==> src/rtl/vga_timing_pkg.sv <==
// Shared VGA raster constants: default 640x480@60 timing, totals and sync windows.
// Also a small window-compare helper used for the sync decodes.
package vga_timing_pkg;

    localparam int unsigned CntW = 12;

    localparam int unsigned HVisibleDflt = 640;
    localparam int unsigned HFrontDflt   = 16;
    localparam int unsigned HSyncDflt    = 96;
    localparam int unsigned HBackDflt    = 48;
    localparam int unsigned VVisibleDflt = 480;
    localparam int unsigned VFrontDflt   = 10;
    localparam int unsigned VSyncDflt    = 2;
    localparam int unsigned VBackDflt    = 33;

    localparam int unsigned HTotalDflt = HVisibleDflt + HFrontDflt + HSyncDflt + HBackDflt;
    localparam int unsigned VTotalDflt = VVisibleDflt + VFrontDflt + VSyncDflt + VBackDflt;

    localparam int unsigned HSyncStartDflt = HVisibleDflt + HFrontDflt;
    localparam int unsigned HSyncEndDflt   = HSyncStartDflt + HSyncDflt;
    localparam int unsigned VSyncStartDflt = VVisibleDflt + VFrontDflt;
    localparam int unsigned VSyncEndDflt   = VSyncStartDflt + VSyncDflt;

    // Half-open window [lo, hi), unsigned.
    function automatic logic in_window(input logic [CntW-1:0] cnt,
                                       input logic [CntW-1:0] lo,
                                       input logic [CntW-1:0] hi);
        return (cnt >= lo) && (cnt < hi);
    endfunction

endpackage

==> src/rtl/vga_delay_line.sv <==
// Fixed-depth register delay with asynchronous clear to a configurable value.
// Depth 0 degenerates to a plain wire.
module vga_delay_line #(
    parameter int unsigned     Depth    = 0,
    parameter int unsigned     Width    = 1,
    parameter logic [Width-1:0] ResetVal = '0
) (
    input  logic             clk_i,
    input  logic             rst_ni,
    input  logic [Width-1:0] d_i,
    output logic [Width-1:0] q_o
);

    if (Depth == 0) begin : g_wire
        logic unused_clk_rst;
        assign unused_clk_rst = clk_i ^ rst_ni;
        assign q_o = d_i;
    end else begin : g_pipe
        logic [Depth-1:0][Width-1:0] stage_q, stage_d;

        always_comb begin
            stage_d[0] = d_i;
            for (int i = 1; i < Depth; i++) begin
                stage_d[i] = stage_q[i-1];
            end
        end

        always_ff @(posedge clk_i or negedge rst_ni) begin
            if (!rst_ni) begin
                stage_q <= {Depth{ResetVal}};
            end else begin
                stage_q <= stage_d;
            end
        end

        assign q_o = stage_q[Depth-1];
    end

endmodule

==> src/rtl/vga_timing_gen.sv <==
// VGA raster timing generator: pixel/line counters, coordinate bus, aligned RGB/sync/blank
// outputs and per-line/per-frame strobes with a free-running frame counter.
module vga_timing_gen
    import vga_timing_pkg::*;
#(
    parameter int unsigned H_VISIBLE       = HVisibleDflt,
    parameter int unsigned H_FRONT         = HFrontDflt,
    parameter int unsigned H_SYNC          = HSyncDflt,
    parameter int unsigned H_BACK          = HBackDflt,
    parameter int unsigned V_VISIBLE       = VVisibleDflt,
    parameter int unsigned V_FRONT         = VFrontDflt,
    parameter int unsigned V_SYNC          = VSyncDflt,
    parameter int unsigned V_BACK          = VBackDflt,
    parameter bit          SYNC_ACTIVE_LOW = 1'b1,
    parameter int unsigned COLOR_LATENCY   = 0
) (
    input  logic        CLOCK_25,
    input  logic        RESET_N,
    input  logic [2:0]  color,
    output logic [11:0] x,
    output logic [11:0] y,
    output logic [2:0]  VGA_RGB,
    output logic        VGA_HS,
    output logic        VGA_VS,
    output logic        VGA_BLANK_N,
    output logic        line_start,
    output logic        vblank_start,
    output logic [15:0] frame_count
);

    localparam int unsigned HTotal = H_VISIBLE + H_FRONT + H_SYNC + H_BACK;
    localparam int unsigned VTotal = V_VISIBLE + V_FRONT + V_SYNC + V_BACK;

    if (HTotal >= (1 << CntW) || VTotal >= (1 << CntW)) begin : g_bad_timing
        $error("vga_timing_gen: timing sums do not fit the 12-bit counters");
    end
    if (COLOR_LATENCY > 4) begin : g_bad_latency
        $error("vga_timing_gen: COLOR_LATENCY must be 0..4");
    end

    localparam logic [CntW-1:0] HLast = CntW'(HTotal - 1);
    localparam logic [CntW-1:0] VLast = CntW'(VTotal - 1);
    localparam logic [CntW-1:0] HVis  = CntW'(H_VISIBLE);
    localparam logic [CntW-1:0] VVis  = CntW'(V_VISIBLE);
    localparam logic [CntW-1:0] HsLo  = CntW'(H_VISIBLE + H_FRONT);
    localparam logic [CntW-1:0] HsHi  = CntW'(H_VISIBLE + H_FRONT + H_SYNC);
    localparam logic [CntW-1:0] VsLo  = CntW'(V_VISIBLE + V_FRONT);
    localparam logic [CntW-1:0] VsHi  = CntW'(V_VISIBLE + V_FRONT + V_SYNC);

    logic [CntW-1:0] h_q, h_d, v_q, v_d, x_q, x_d, y_q, y_d;
    logic            vis_d;
    logic            line_start_q, line_start_d, vblank_start_q, vblank_start_d;
    logic [15:0]     frame_count_q, frame_count_d;
    logic [2:0]      rgb_q, rgb_d;
    logic            blank_n_q, blank_n_d, hs_q, hs_d, vs_q, vs_d;
    logic [2:0]      raw_s, dly_s;

    always_comb begin
        h_d = h_q + 12'd1;
        v_d = v_q;
        if (h_q == HLast) begin
            h_d = '0;
            v_d = (v_q == VLast) ? '0 : v_q + 12'd1;
        end
        // Coordinates track the state the counters move into, so x/y line up with h_q/v_q.
        vis_d          = (h_d < HVis) && (v_d < VVis);
        x_d            = vis_d ? h_d : '0;
        y_d            = vis_d ? v_d : '0;
        line_start_d   = (h_d == '0);
        vblank_start_d = line_start_d && (v_d == VVis);
        frame_count_d  = frame_count_q + {15'd0, vblank_start_d};
    end

    // {active, hs asserted, vs asserted} for the current counter state, before polarity.
    assign raw_s = {(h_q < HVis) && (v_q < VVis),
                    in_window(h_q, HsLo, HsHi),
                    in_window(v_q, VsLo, VsHi)};

    vga_delay_line #(
        .Depth   (COLOR_LATENCY),
        .Width   (3),
        .ResetVal(3'b000)
    ) u_align (
        .clk_i (CLOCK_25),
        .rst_ni(RESET_N),
        .d_i   (raw_s),
        .q_o   (dly_s)
    );

    always_comb begin
        rgb_d     = color & {3{dly_s[2]}};
        blank_n_d = dly_s[2];
        hs_d      = dly_s[1] ^ SYNC_ACTIVE_LOW;
        vs_d      = dly_s[0] ^ SYNC_ACTIVE_LOW;
    end

    always_ff @(posedge CLOCK_25 or negedge RESET_N) begin
        if (!RESET_N) begin
            h_q            <= '0;
            v_q            <= '0;
            x_q            <= '0;
            y_q            <= '0;
            line_start_q   <= 1'b0;
            vblank_start_q <= 1'b0;
            frame_count_q  <= '0;
            rgb_q          <= '0;
            blank_n_q      <= 1'b0;
            hs_q           <= SYNC_ACTIVE_LOW;
            vs_q           <= SYNC_ACTIVE_LOW;
        end else begin
            h_q            <= h_d;
            v_q            <= v_d;
            x_q            <= x_d;
            y_q            <= y_d;
            line_start_q   <= line_start_d;
            vblank_start_q <= vblank_start_d;
            frame_count_q  <= frame_count_d;
            rgb_q          <= rgb_d;
            blank_n_q      <= blank_n_d;
            hs_q           <= hs_d;
            vs_q           <= vs_d;
        end
    end

    assign x            = x_q;
    assign y            = y_q;
    assign VGA_RGB      = rgb_q;
    assign VGA_HS       = hs_q;
    assign VGA_VS       = vs_q;
    assign VGA_BLANK_N  = blank_n_q;
    assign line_start   = line_start_q;
    assign vblank_start = vblank_start_q;
    assign frame_count  = frame_count_q;

endmodule

==> config.mk <==
export PLATFORM = sky130hd
export DESIGN_NAME = vga_timing_gen
export DESIGN_NICKNAME = d
export VERILOG_FILES = /design/src/rtl/vga_timing_pkg.sv /design/src/rtl/vga_delay_line.sv /design/src/rtl/vga_timing_gen.sv
export SDC_FILE = /design/constraint.sdc
export NUM_CORES = 1
export LEC_CHECK = 0
export BUFFER_PORTS_ARGS = -buffer_cell sky130_fd_sc_hd__buf_2
export CAP_MARGIN = 25
export CELL_PAD_IN_SITES_DETAIL_PLACEMENT = 0
export CELL_PAD_IN_SITES_GLOBAL_PLACEMENT = 2
export CORE_MARGIN = 3
export CORE_UTILIZATION = 35
export DETAILED_ROUTE_END_ITERATION = 6
export HOLD_SLACK_MARGIN = 0.1
export PLACE_DENSITY_LB_ADDON = 0.1
export SLEW_MARGIN = 15
export SYNTH_ARGS = -nofsm -noshare
export SYNTH_HDL_FRONTEND = slang
export SYNTH_SLANG_ARGS = --single-unit
==> constraint.sdc <==
create_clock -name CLOCK_25 -period 4.1 [get_ports CLOCK_25]
set_input_delay 0.82 -clock CLOCK_25 [delete_from_list [all_inputs] [get_ports CLOCK_25]]
set_output_delay 0.82 -clock CLOCK_25 [all_outputs]
set_load 0.01 [all_outputs]
; After elaboration in Yosys (flattened, before gate mapping)
; Index checks and enable logic that the tools add are counted.
[word_totals]
output_inout_bits = 48
latchBits = 0
register_bits = 72
romBits = 0
in_bits = 5
n_memories = 0
mem_bits_rw = 0
[op_classes]
bitwise_logic = 3
shifts = 0
n_lt_le_gt_ge = 8
eq_ne = 3
mul = 0
div_mod_pow = 0
addsub = 3
n_reduce_logical = 6
mux = 5
[ops]
columns = cell, count
row1 = 2-to-1 mux 12 bit, 5
row2 = "< comparator 12 x 10 -> 1 bit, second input constant", 3
row3 = "< comparator 12 x 9 -> 1 bit, second input constant", 3
row4 = "adder 12 x 1 -> 12 bit, second input constant", 2
row5 = "equality test 12 x 10 -> 1 bit, second input constant", 2
row6 = adder 16 x 1 -> 16 bit, 1
row7 = "equality test 12 x 9 -> 1 bit, second input constant", 1
row8 = ">= comparator 12 x 10 -> 1 bit, second input constant", 1
row9 = ">= comparator 12 x 9 -> 1 bit, second input constant", 1
row10 = logical NOT 12 bit, 1
row11 = logical AND 1 bit, 5
row12 = bitwise AND 3 bit, 1
row13 = NOT 1 bit, 2

; Logic depth before layout (Yosys ltp)
[logic_depth]
word_depth = 6
ltp_mapped = 14

; Hierarchy
; Synthesis repeated with hierarchy kept, for this count alone.
[hier_totals]
cells_unflattened = 302
hier_area_um2 = 3266.9
[by_module_without_submodules]
columns = module, area_each_um2, cells_per_inst, n_inst, seq_area_each_um2
row1 = vga_timing_gen, 3244.4, 299, 1, 1804.2
row2 = vga_delay_line, 22.5, 3, 1, 0.0

; Worst setup path after synthesis
; No wires, ideal clock.
[synth_timing]
kind = register to register
startpoint = register h_q[5]
endpoint = register frame_count_q[12] (netlist: frame_count[12])
arrival_ns = 3.487
required_time_ns = 3.975
n_path_buf = 2
synth_period_minus_slack_ns = 3.613
stages_incl_launch_ff = 14
setup_time_ns = 0.125
path_slack_ns = 0.487
cell_sequence = dfrtp_1 -> buf_6 -> or4b_4 -> or4_4 -> buf_6 -> or4_4 -> a22oi_4 -> and4_1 -> ha_1 -> ha_1 -> nand2_1 -> nor2_1 -> nand4_1 -> xnor2_1
[synth_between]
elab_chain_len = 5
elab_cells_between_ends = 8
[synth_rtl]
columns = element, line
row1 = "start, declared", vga_timing_gen.sv:50  ; logic [CntW-1:0] h_q, h_d, v_q, v_d, x_q, x_d, y_q, y_d;
row2 = "start signal, assigned", vga_timing_gen.sv:99  ; h_q <= '0;
row3 = "start signal, assigned", vga_timing_gen.sv:111  ; h_q <= h_d;
row4 = adder 12 x 1 -> 12 bit or equality test 12 x 10 -> 1 bit (tied branches), "vga_timing_gen.sv:59, vga_timing_gen.sv:61"
row5 = 2-to-1 mux 12 bit, vga_timing_gen.sv:61  ; if (h_q == HLast) begin
row6 = logical NOT 12 bit or equality test 12 x 9 -> 1 bit (tied branches), "vga_timing_gen.sv:69, vga_timing_gen.sv:70"
row7 = logical AND 1 bit *, vga_timing_gen.sv:70  ; vblank_start_d = line_start_d && (v_d == VVis);
row8 = named net vblank_start_d, vga_timing_gen.sv:52  ; logic line_start_q, line_start_d, vblank_start_q, vblank_start_d;
row9 = adder 16 x 1 -> 16 bit *, vga_timing_gen.sv:71  ; frame_count_d = frame_count_q + {15'd0, vblank_start_d};
row10 = named net frame_count_d[12], vga_timing_gen.sv:53  ; logic [15:0] frame_count_q, frame_count_d;
row11 = "end signal, assigned", vga_timing_gen.sv:117  ; frame_count_q <= frame_count_d;
row12 = "end, declared", vga_timing_gen.sv:53
; Mark *: on every way through the listed nets, which the timed path passes. The rest lies on a longest branch.

; Final worst setup path
[layout_timing]
startpoint = register h_q[4]
endpoint = register frame_count_q[12] (netlist: frame_count[12])
; The elaborated chain is that of the path after synthesis.

==> results.md <==
CTS:
- Clock tree synthesis inserted a total of 9 buffers.
- The number of post-CTS setup repair buffers is 0.
- The clock tree synthesis step divided the H-tree into 3 levels.
- The register clock-pin slew on the reported worst setup and hold paths is ~0.080 ns.
- The clock latency on the worst-skew pair is 0.34 ns.
- The clock tree buffer depth is 2.
- Buffers inserted to repair hold after CTS numbered 0.
- The clock sink count is 72.
- Once the clock tree was built, the resizer swapped 0 gates to a different size.
- TritonCTS built the clock tree.
- The root buffer cell chosen for the clock tree is clkbuf_8.

Power:
- The static leakage is approximately 1.9 nW.
- The total power density per cell area is between 300 and 400 nW/um^2.
- The worst IR drop on VDD is between 0.15 and 0.2 mV.

Placement:
- The placed wire-length estimate after detailed placement is 4870 um.
- The last weighted congestion value of the routability-driven placer is ~0.8.
- The post-placement worst setup slack is 0.260 ns.
- The number of cells in the design after placement is 457.
- The number of buffers inserted by port buffering is 52.
- The placement-stage cell area is about 3700 um^2.

Synth:
- The number of enable flip-flop cells after synthesis is 0.
- Summing every instance area after synthesis gives 3300 um^2.
- The share of synthesized area in the top cell type comes to around 53%.
- Ranked by total cell area, the synthesized netlist is headed by dfrtp_1, xnor2_1, xor2_1.
- The prevailing post-synth register cell is dfrtp_1.
- The top cell type by total area after synthesis is dfrtp_1.
- The total of warnings raised by yosys is 0.
- After synthesis, the share of flip-flops with an asynchronous set or reset is 100%.
- Synthesis produced a netlist whose cell count is roughly 300.
- The fraction of the yosys area taken by sequential cells is 54.7%.
- In this run, synthesis produced a sequential element count of between 70 and 80.
- The post-synthesis area per instance is between 10 and 15 um^2.
- The number of different library cells used by synthesis comes to between 40 and 50.

Critical path:
- The critical path in this run is classified as reg2reg.
- At the worst endpoint, the required time is about 4.3 ns.
- The data arrival time at the worst-slack endpoint is around 4.1 ns.
- The longest individual stage delay on the worst path is between 0.6 and 0.7 ns.
- Walking the worst path, the cells encountered are or4b_4 -> or4_4 -> or4_4 -> a22oi_4 -> and4_1 -> ha_1 -> ha_1 -> nand2_1 -> nor2_1 -> nand4_1 -> xnor2_1.
- In this run the worst path has a maximum fanout of 11.
- The worst setup path is captured at a flop.
- For this design, the slowest cell found on the critical path is or4_4.
- The startpoint class of the critical path is a flop.

STA:
- Hold timing on the final database bottoms out at a slack of between 0.4 and 0.5 ns.
- The worst setup margin is just under 0.3 ns.
- The number of setup violations in the final report is 0.
- Setup repair after global routing left no endpoint under its margin.
- The worst clock skew is around 0.0057 ns.
- At the pin with the least slew margin, the transition time is between 0.8 and 0.9 ns.
- Headroom to the max-slew limit came out at about 40%.
- The final hold violation count came to 0.
- Static timing analysis puts the maximum clock frequency at 262 MHz.
- The max-slew violation count was 0.
- The final-layout setup total negative slack is 0 ns.
- The post-layout minimum cycle time is roughly 3.8 ns.
- The share of the cycle needed by the critical path after routing is about 93%.

Floorplan:
- The number of rows in the core area is 34.
- Pin placement for this block handled 53 I/O pins.
- The floorplan step set the die width to a little over 100 um.
- The floorplan step defined a die boundary enclosing between 10000 and 15000 um^2.
- The core box area is around 8900 um^2.
- The height of the chip is just over 100 um.
- The initial utilization of the core area, before any placement, comes to a little under two fifths.

Detailed routing:
- In the final routed layout, each cell accounts on average for about 15 um.
- The number of search-and-repair iterations in the first detailed-routing pass is 6.
- Using the TritonRoute via totals, the vias-per-cell ratio works out to roughly 5.
- The number of nets with antenna violations after detailed routing is 0.
- The final wirelength is approximately 7000 um.
- The via total after detailed routing is between 2000 and 2500.
- After detailed routing, the number of remaining DRC violations is 0.
- After the first detailed-routing iteration, the DRC count stood at 51.

Layout:
- The most common cell after layout, fill and taps aside is dfrtp_1.
- The antenna cell count is 0.
- The non-filler instance count after layout is around 470.
- The layout cell share with drive strength beyond 1 is approximately 26%.
- Leaving out fill and tap cells, the most frequent cells in the layout are dfrtp_1, buf_2, nand2_1.
- The final layout contains ~370 nets.
- Once layout is done, the placed cells without fillers occupy 3850 um^2.
- Counting the fill cells in the layout gives 880.
- Compared with the post-synthesis result, the final layout area differs by 16.7%.

Run status:
- The flow ran to the end, and the final reports show no timing, DRC or antenna violations.

GRT:
- The global-route congestion overflow total is 0.
- The via count of the first global-routing pass is between 2000 and 2500.
- Entering global routing, the biggest net connects 73 pins.
- The first-pass GRT wire length is between 10000 and 15000 um.
- The number of antenna violations at the first check in global routing is 0.
- In the global route stage, overall resource usage came out at 13.9%.

Job:
- Max-cap violations in this run came to 0.

Worst hold path:
- The tightest min-delay check is of the reg2reg type.
## path summary, 6_finish.rpt
check | from | to | slack [ns] | depth (start not counted)
min in group asynchronous | RESET_N | x[10] | 0.59 | 1
setup reg to reg | h_q[4] | frame_count[12] | 0.29 | 11
setup / recovery | h_q[4] | frame_count[12] | 0.29 | 11
hold reg to reg | frame_count[15] | frame_count[15] | 0.47 | 1
hold / removal | frame_count[15] | frame_count[15] | 0.47 | 1
max in group asynchronous | RESET_N | h_q[9] | 2.91 | 1
## metrics by stage
| stage | total power, mW | utilization [%] |
|---|---|---|
| 2_1_floorplan | 0.732 | - |
| 3_3_place_gp | 0.752 | 41.0 |
| 3_5_place_dp | 0.752 | 41.0 |
| 4_1_cts | 1.30 | 43.1 |
| 5_1_grt | 1.34 | 43.1 |
| 6_report | 1.27 | 43.1 |
## kinds of logic after synthesis
group | share of synthesized area [%]
multiplexers | 0.303
AND/OR/NAND/NOR | 24.7
XOR/XNOR | 7.70
AO/OA/AOI/OAI | 6.71
other | 0.114
buffers and inverters | 3.56
adder cells (fa/ha/maj) | 2.27
flip-flops | 54.7
## registers in the layout, summed over array words and instances, names as in the netlist
register      flops
frame_count      16
h_q              12
v_q              12
x                12
y                12
VGA_RGB           3
VGA_BLANK_N       1
VGA_HS            1
VGA_VS            1
line_start        1
vblank_start      1
## power by group
part | total, mW | switching, mW | internal [mW] | leakage (nW)
Clock | 0.537 | 0.262 | 0.275 | 0.0948
Sequential | 0.714 | 0.000749 | 0.714 | 0.947
Combinational | 0.0225 | 0.0176 | 0.00494 | 0.815
## final cells by class
cell class | count | area [um^2] | share of cell area, %
Clock buffer | 9 | 124 | 3.22
Clock inverter | 6 | 61.3 | 1.59
Inverter | 11 | 41.3 | 1.07
Multi-Input combinational cell | 211 | 1400 | 36.4
Sequential cell | 72 | 1800 | 46.8
Tap cell | 108 | 135 | 3.51
Timing Repair Buffer | 55 | 285 | 7.41
## Yosys cell counts, types with 2 or more instances
cell type and count:
and2b_1 2, o211ai_1 2, or2_2 4, o21ai_0 11, nand4_1 11, nand3_1 16, nor2b_2 6, and4_1 4
nor3b_1 3, dfrtp_1 70, o31ai_1 2, nor3_2 3, dfstp_2 2, or4_1 2, and3_1 10, ha_1 6
buf_6 4, clkbuf_1 7, or3_1 2, a21oi_1 8, and2_1 6, o2111ai_1 2, nor4_1 3, nand2_1 25
nand3b_1 2, xnor2_1 18, nor3_1 12, nor2b_1 5, nor2_1 13, or4_4 2, xor2_1 11, inv_1 11
## critical path, delay by kind of cell (launching register included)
family,cells,cell delay (ns)
and+or+nand+nor,7,2.40
AOI/OAI and AO/OA,1,0.21
xor gates and xnor gates,1,0.13
DFF,1,0.51
adders and majority gates,2,0.46
## routing by layer
metal	up-vias	global-route usage [%]	wire length, um
li1	1164	-	-
met1	1128	18.5	3340
met2	61	20.8	3120
met3	9	4.74	412
met4	0	5.18	113
met5	-	0	0
(Power assumes the default switching activity.)
